$ cat src/rtl/alu_ctrl_pkg.sv
// alu_ctrl_pkg: shared constants and types for the ALU sequencing controller.
//   - instruction field bit positions
//   - opcode values (OP_LOADI..OP_OR)
//   - ALU select encodings (aluop_t)
//   - controller state encoding (state_t)
`timescale 1ns/1ps
package alu_ctrl_pkg;

  // Instruction word layout: [31:24] opcode, [23:16] dest, [15:8] src1, [7:0] src2/imm
  localparam int unsigned OPC_MSB  = 31;
  localparam int unsigned DST_LSB  = 16;
  localparam int unsigned SRC1_LSB = 8;
  localparam int unsigned SRC2_LSB = 0;
  localparam int unsigned IMM_LSB  = 0;
  localparam int unsigned FIELD_W  = 8;

  localparam logic [7:0] OP_LOADI = 8'd0;
  localparam logic [7:0] OP_MOV   = 8'd1;
  localparam logic [7:0] OP_ADD   = 8'd2;
  localparam logic [7:0] OP_SUB   = 8'd3;
  localparam logic [7:0] OP_AND   = 8'd4;
  localparam logic [7:0] OP_OR    = 8'd5;

  typedef enum logic [2:0] {
    ALU_FWD = 3'b000,
    ALU_ADD = 3'b001,
    ALU_AND = 3'b010,
    ALU_OR  = 3'b011,
    ALU_NOP = 3'b111
  } aluop_t;

  typedef enum logic [1:0] {
    IDLE,
    DECODE,
    EXEC,
    WB
  } state_t;

endpackage

$ cat src/rtl/alu_op_decode.sv
// alu_op_decode: combinational opcode decoder.
// Ports:
//   opcode  in   OPCODE_W  instruction opcode field
//   aluop   out  3         ALU select (ALU_NOP for undefined opcodes)
//   imm_sel out  1         DATA2 taken from the immediate (LOADI)
//   neg_sel out  1         DATA2 negated before the ALU (SUB)
//   legal   out  1         opcode is defined
`timescale 1ns/1ps
module alu_op_decode
  import alu_ctrl_pkg::*;
#(
  parameter int unsigned OPCODE_W = 8
) (
  input  logic [OPCODE_W-1:0] opcode,
  output aluop_t              aluop,
  output logic                imm_sel,
  output logic                neg_sel,
  output logic                legal
);

  always_comb begin
    aluop   = ALU_NOP;
    imm_sel = 1'b0;
    neg_sel = 1'b0;
    legal   = 1'b1;
    case (opcode)
      OPCODE_W'(OP_LOADI): begin aluop = ALU_FWD; imm_sel = 1'b1; end
      OPCODE_W'(OP_MOV):   aluop = ALU_FWD;
      OPCODE_W'(OP_ADD):   aluop = ALU_ADD;
      OPCODE_W'(OP_SUB):   begin aluop = ALU_ADD; neg_sel = 1'b1; end
      OPCODE_W'(OP_AND):   aluop = ALU_AND;
      OPCODE_W'(OP_OR):    aluop = ALU_OR;
      default:             legal = 1'b0;
    endcase
  end

endmodule

$ cat src/rtl/alu_ctrl_seq.sv
// alu_ctrl_seq: sequencing controller for the 8-bit ALU.
// Accepts an instruction on INSTR_VALID && INSTR_READY, holds the decoded
// controls for EXEC_CYCLES cycles, then pulses WRITEENABLE for one cycle.
// Ports:
//   CLK, RESET_N      clock, async active-low reset
//   INSTR, INSTR_VALID instruction word and valid
//   INSTR_READY       high in IDLE (and out of reset)
//   ALUOP             registered ALU select, ALU_NOP while idle
//   READREG1/2        registered source register addresses
//   WRITEREG          registered destination register address
//   IMMEDIATE         registered INSTR[7:0]
//   IMM_SEL, NEG_SEL  registered DATA2 selects
//   WRITEENABLE       one-cycle write strobe (WB state)
//   ILLEGAL           one-cycle pulse in DECODE for an undefined opcode
//   BUSY              high outside IDLE
`timescale 1ns/1ps
module alu_ctrl_seq
  import alu_ctrl_pkg::*;
#(
  parameter int unsigned EXEC_CYCLES = 2,
  parameter int unsigned OPCODE_W    = 8,
  parameter int unsigned REG_ADDR_W  = 3
) (
  input  logic                  CLK,
  input  logic                  RESET_N,
  input  logic [31:0]           INSTR,
  input  logic                  INSTR_VALID,
  output logic                  INSTR_READY,
  output logic [2:0]            ALUOP,
  output logic [REG_ADDR_W-1:0] READREG1,
  output logic [REG_ADDR_W-1:0] READREG2,
  output logic [REG_ADDR_W-1:0] WRITEREG,
  output logic [7:0]            IMMEDIATE,
  output logic                  IMM_SEL,
  output logic                  NEG_SEL,
  output logic                  WRITEENABLE,
  output logic                  ILLEGAL,
  output logic                  BUSY
);

  if (EXEC_CYCLES == 0 || EXEC_CYCLES > 15) begin : g_bad_exec_cycles
    $error("alu_ctrl_seq: EXEC_CYCLES=%0d outside 1..15", EXEC_CYCLES);
  end

  state_t     state, state_nxt;
  logic [3:0] cnt, cnt_nxt;
  aluop_t     aluop_q;
  logic       legal_q;
  logic       accept;

  aluop_t     dec_aluop;
  logic       dec_imm_sel;
  logic       dec_neg_sel;
  logic       dec_legal;

  // Upper bits of the register byte fields are intentionally dropped.
  logic unused_field_bits;
  assign unused_field_bits = ^{INSTR[DST_LSB+FIELD_W-1 : DST_LSB+REG_ADDR_W],
                               INSTR[SRC1_LSB+FIELD_W-1 : SRC1_LSB+REG_ADDR_W]};

  alu_op_decode #(
    .OPCODE_W (OPCODE_W)
  ) u_decode (
    .opcode  (INSTR[OPC_MSB -: OPCODE_W]),
    .aluop   (dec_aluop),
    .imm_sel (dec_imm_sel),
    .neg_sel (dec_neg_sel),
    .legal   (dec_legal)
  );

  assign accept      = INSTR_VALID && (state == IDLE);
  assign INSTR_READY = (state == IDLE) && RESET_N;
  assign BUSY        = (state != IDLE);
  assign WRITEENABLE = (state == WB);
  assign ILLEGAL     = (state == DECODE) && !legal_q;
  assign ALUOP       = aluop_q;

  always_ff @(posedge CLK or negedge RESET_N) begin
    if (!RESET_N) begin
      state <= IDLE;
      cnt   <= '0;
    end else begin
      state <= state_nxt;
      cnt   <= cnt_nxt;
    end
  end

  always_comb begin
    state_nxt = state;
    cnt_nxt   = cnt;
    case (state)
      IDLE: begin
        if (accept) state_nxt = DECODE;
      end
      DECODE: begin
        cnt_nxt   = '0;
        state_nxt = legal_q ? EXEC : IDLE;
      end
      EXEC: begin
        cnt_nxt = cnt + 4'd1;
        if (cnt == 4'(EXEC_CYCLES - 1)) state_nxt = WB;
      end
      WB: begin
        state_nxt = IDLE;
      end
      default: state_nxt = IDLE;
    endcase
  end

  // Controls load only at the accept edge; on the way back to IDLE the ALU
  // select and DATA2 selects are parked while addresses/immediate are kept.
  always_ff @(posedge CLK or negedge RESET_N) begin
    if (!RESET_N) begin
      aluop_q   <= ALU_NOP;
      legal_q   <= 1'b0;
      IMM_SEL   <= 1'b0;
      NEG_SEL   <= 1'b0;
      READREG1  <= '0;
      READREG2  <= '0;
      WRITEREG  <= '0;
      IMMEDIATE <= '0;
    end else if (accept) begin
      aluop_q   <= dec_aluop;
      legal_q   <= dec_legal;
      IMM_SEL   <= dec_imm_sel;
      NEG_SEL   <= dec_neg_sel;
      READREG1  <= INSTR[SRC1_LSB +: REG_ADDR_W];
      READREG2  <= INSTR[SRC2_LSB +: REG_ADDR_W];
      WRITEREG  <= INSTR[DST_LSB +: REG_ADDR_W];
      IMMEDIATE <= INSTR[IMM_LSB +: 8];
    end else if (state != IDLE && state_nxt == IDLE) begin
      aluop_q <= ALU_NOP;
      IMM_SEL <= 1'b0;
      NEG_SEL <= 1'b0;
    end
  end

endmodule

$ cat config.mk
export PLATFORM = sky130hd
export DESIGN_NAME = alu_ctrl_seq
export DESIGN_NICKNAME = d
export VERILOG_FILES = /design/src/rtl/alu_ctrl_pkg.sv /design/src/rtl/alu_op_decode.sv /design/src/rtl/alu_ctrl_seq.sv
export SDC_FILE = /design/constraint.sdc
export NUM_CORES = 1
export LEC_CHECK = 0
export BUFFER_PORTS_ARGS = -buffer_cell sky130_fd_sc_hd__buf_2
export CAP_MARGIN = 25
export CORE_UTILIZATION = 48
export CTS_CLUSTER_DIAMETER = 40
export DETAILED_ROUTE_END_ITERATION = 8
export HOLD_SLACK_MARGIN = 0.05
export PLACE_DENSITY = 0.93
export SETUP_SLACK_MARGIN = 0.15
export SYNTH_ARGS = -nofsm -noshare
export SYNTH_HDL_FRONTEND = slang
export SYNTH_SLANG_ARGS = --single-unit
$ cat constraint.sdc
create_clock -name CLK -period 3.2 [get_ports CLK]
set_input_delay 0.32 -clock CLK [delete_from_list [all_inputs] [get_ports CLK]]
set_output_delay 0.32 -clock CLK [all_outputs]
set_load 0.05 [all_outputs]
Word level (Yosys, flattened, before mapping). Index checks and enable logic that the tools add are counted.

Register bits: 29. Input bits: 35. Output and inout bits: 26. Word-level logic and storage cells: 48.

Add/sub/neg operators: 1. Equality and inequality tests: 9. Muxes and demuxes: 14. Reductions and logical operators: 14.

Operator list (count): 8-bit by 2-bit equality test with 1-bit output, second input constant (2); 8-bit by 3-bit equality test with 1-bit output, second input constant (2); 3-bit one-hot mux with 4 select lines (1); 8-bit by 1-bit equality test with 1-bit output, second input constant (1); 8-bit logical NOT (1); 2-bit one-hot mux with 4 select lines (1); 4-bit one-hot mux with 2 select lines (1); 1-bit 2-to-1 mux (6); 2-bit 2-to-1 mux (3); 3-bit 2-to-1 mux (2); 2-bit nonzero test (3); 6-bit OR reduction (1); 4-bit by 1-bit adder with 4-bit output, second input constant (1); 2-bit equality test, second input constant (2); 4-bit by 1-bit equality test with 1-bit output, second input constant (1); 1-bit logical AND (4); 2-bit logical NOT (2); 2-bit OR reduction (2); 2-bit by 1-bit equality test with 1-bit output, second input constant (1); 1-bit logical NOT (1).

Longest topological paths before layout.
Word-level depth: 8. Depth in mapped cells: 6. Gate-level depth less buffers: 6.

Hierarchy. From an unflattened synthesis, not the netlist that was laid out.

Cell total of the unflattened synthesis: 109. Area total of the unflattened synthesis: 1285.0 um^2.

By module, submodules not included: alu_ctrl_seq (instances 1, cells each 97, area each 1211.2 um^2, sequential area each 654.4 um^2); alu_op_decode (instances 1, cells each 12, area each 73.8 um^2, sequential area each 0.0 um^2).

Worst setup path after synthesis. OpenSTA, ideal clock, no wires.

Path type: register -> output. Start point: reg state[1]. End point: out ILLEGAL. Arrival: 1.387 ns. Required time: 2.880 ns. Path slack: 1.493 ns. Cell stages (with the launch flop): 4. Path buffers: 0. Path through: dfrtp_1 -> inv_1 -> ha_1 -> nor2b_1.

Cells in the longest elaborated chain, start to end: 2.

RTL lines: start, declared (RTL line alu_ctrl_seq.sv:45) `state_t state, state_nxt;`; start signal, assigned (RTL line alu_ctrl_seq.sv:83) `state <= state_nxt;`; 2-bit by 1-bit equality test with 1-bit output (RTL line alu_ctrl_seq.sv:75) `assign ILLEGAL = (state == DECODE) && !legal_q;`; 1-bit logical AND (RTL line alu_ctrl_seq.sv:75); end, declared (RTL line alu_ctrl_seq.sv:37) `output logic ILLEGAL,`.

Every way passes these cells.

Worst setup path in the final report.
Start point: in RESET_N. End point: out INSTR_READY.

Cells in the longest elaborated chain, start to end: 1.

RTL lines: start, declared (RTL line alu_ctrl_seq.sv:25) `input logic RESET_N,`; 1-bit logical AND (RTL line alu_ctrl_seq.sv:72) `assign INSTR_READY = (state == IDLE) && RESET_N;`; end, declared (RTL line alu_ctrl_seq.sv:28) `output logic INSTR_READY,`.

Every way passes these cells.

==> metrics.cfg <==
[global_routing]
grt_antenna_before_repair = 0
grt_pass1_wl_um = 3463
grtUsageMet3_pct = 2.609
grt_usage_pct = 16.93
grt.busiest_layer = met2
met1_usage_pct = 19.22
grt-ovfl-total = 0
grt_pass1_vias = 856
grtUsageMet2_pct = 33.12
grt_max_degree = 28

[die]
die_w_um = 52.80
core-area_um2 = 2455
dieArea_um2 = 2788
start_util_pct = 50.46
io_pins = 61
rows = 18
die_h_um = 52.80

[power_and_ir_drop]
powerDensity_nw_per_um2 = 936.9
p_leak_nw = 0.7720
irDropWorstVdd_uv = 799.0

[logic_synthesis]
synth-async-reset-ratio_pct = 100.0
synthFlopType = dfrtp_1
synth.cell_area_um2 = 1239
synth_seq_area_share_pct = 52.83
netlist_instances = 100
yosysUniqueCellTypes = 33
synth_nets = 143
yosys_warnings = 0
avgSynthCellArea_um2 = 12.39
synth_edf_count = 0
synth.ff_latch_count = 26

[critical_path]
crit_required_ns = 2.88
worst_path_max_delay_cell = dlygate4sd3_1
path_max_fanout = 27
end_kind = output pin
critPathArrivalTime_ns = 1.78
path_delay_family = buffers and inverters
worstSetupPathType = in -> out
start_kind = input port
cpPeakStageDelay_ns = 0.52
cp_num_buf_inv = 3
crit_path_frequent_cell = buf_2
path_cells = dlygate4sd3_1 > buf_2 > and2_1 > buf_2

[routing]
wirelength_um = 2394
drc_errors = 0
routedWlPerCell_um = 13.23
drt_pre_antenna_iters = 4
antenna_left = 0
dr_total_vias = 936
via_per_inst = 5.171
first_iter_violations = 3

[timing]
slew_viol_final = 0
rsz0062_at_grt = no
worst_slack_ns = 1.103
fmax_mhz = 477.0
period_needed_ns = 2.097
fin_crit_sh_pct = 65.52
relSlewSlack_pct = 61.15
hold_ws_ns = 0.2127
final_hold_viol_count = 0
setup_tns_ns = 0
skew_ns = 0.006948
worst_pin_slew_ns = 0.5828
setup-violations-final = 0

[clock_tree]
cts_tree = yes
root_buffer = clkbuf_4
htree_levels = 1
cts.sinks = 26
clock_latency_ns = 0.31
postCtsResizedCells = 0
clk_pin_slew_ns = 0.14
cts_made_buffers = 3
clk_path_buf_depth = 2

[placed_design]
port_buffers = 50
preCtsSetupSlack_ns = 1.399
placed_area_um2 = 1499
dpl.hpwl_um = 1912
gp_congestion = 0.7014

[hold_path]
hp-class = in -> reg

[cells_and_area]
post-route-util_pct = 63.61
syn_to_final_growth_pct = 26.06
layout.nets = 195
antenna_cells = 0
stdcell_area_um2 = 1562
drive_gt1_share_pct = 51.66

[run]
cap_viol_max_count = 0

[run_status]
status = completed

path summary, 6_finish.rpt:
path	endpoint	cells after the start	slack [ns]	start
min	IMMEDIATE[6]	2	0.21	INSTR[6]
max	INSTR_READY	4	1.10	RESET_N
max reg2reg	IMM_SEL	6	1.36	state[0]
max in group asynchronous	WRITEREG[1]	2	2.29	RESET_N
min reg2reg	IMMEDIATE[6]	1	0.51	IMMEDIATE[6]
min in group asynchronous	cnt[1]	2	0.52	RESET_N
sequential cells by signal, summed over array words and instances (netlist names), 2 cells and up:
| signal | count |
|---|---|
| cnt | 4 |
| ALUOP | 3 |
| READREG1 | 3 |
| IMMEDIATE | 6 |
| state | 2 |
| READREG2 | 2 |
| WRITEREG | 3 |
through the flow:
step	power, mW	cells
2_1_floorplan	1.097	100
3_3_place_gp	1.226	176
3_5_place_dp	1.256	176
4_1_cts	1.479	181
5_1_grt	1.533	181
6_report	1.463	181
metal layers:
layer  wire, µm  vias to the layer above
li1           -                      450
met1        969                      449
met2       1283                       37
met3        141                        0
met4          0                        0
met5          0                        -
final cells by class:
type	count	area (µm²)
Fill cell	195	893.4
Clock buffer	3	22.52
Timing Repair Buffer	51	260.3
Inverter	7	26.28
Clock inverter	1	30.03
Multi-Input combinational cell	63	530.5
Sequential cell	26	654.4
Tap cell	30	37.54
placed cells by master (no fill, tap or decap), drive strengths merged, types with 2 or more instances in the layout:
cell and count:
nand3 3, inv 7, o21a 2, ha 8, dfstp 3, a21oi 3, nand2b 2, clkbuf 3
nor3 2, buf 50, o21ai 4, o22ai 2, dfrtp 23, nand2 10, mux2 14
power by group:
| part | internal (mW) | total (mW) | switching [mW] | leakage, nW |
|---|---|---|---|---|
| Clock | 0.127 | 0.221 | 0.0941 | 0.0279 |
| Sequential | 0.414 | 0.464 | 0.0494 | 0.319 |
| Combinational | 0.209 | 0.779 | 0.570 | 0.425 |
| Total | 0.749 | 1.46 | 0.714 | 0.772 |
cells in the mapped netlist, types with 2 or more instances:
cell type / number / share of area [%]
nand3_1: 3 / 1.2
o22ai_1: 2 / 1.0
mux2_2: 13 / 12
a21oi_1: 3 / 1.2
dfstp_2: 3 / 6.4
ha_1: 8 / 8.1
buf_4: 3 / 1.8
o21ai_0: 4 / 1.6
nand2_1: 9 / 2.7
dfrtp_1: 23 / 46
inv_1: 6 / 1.8
o21a_1: 2 / 1.2
kinds of logic after synthesis:
group           after synthesis  synth area share [%]
buf+inv                      11                 4.342
simple gates                 24                 12.32
mux                          15                 13.54
flops                        26                 52.83
compound gates               16                 8.888
fa+ha+maj                     8                 8.081
timing repair:
item | 4_1_cts | 5_1_grt
hold buffers | 1 | 0
hold endpoints to repair | 23 | 0
buffers inserted | 0 | 0
Power figures use the tool's default switching activity.
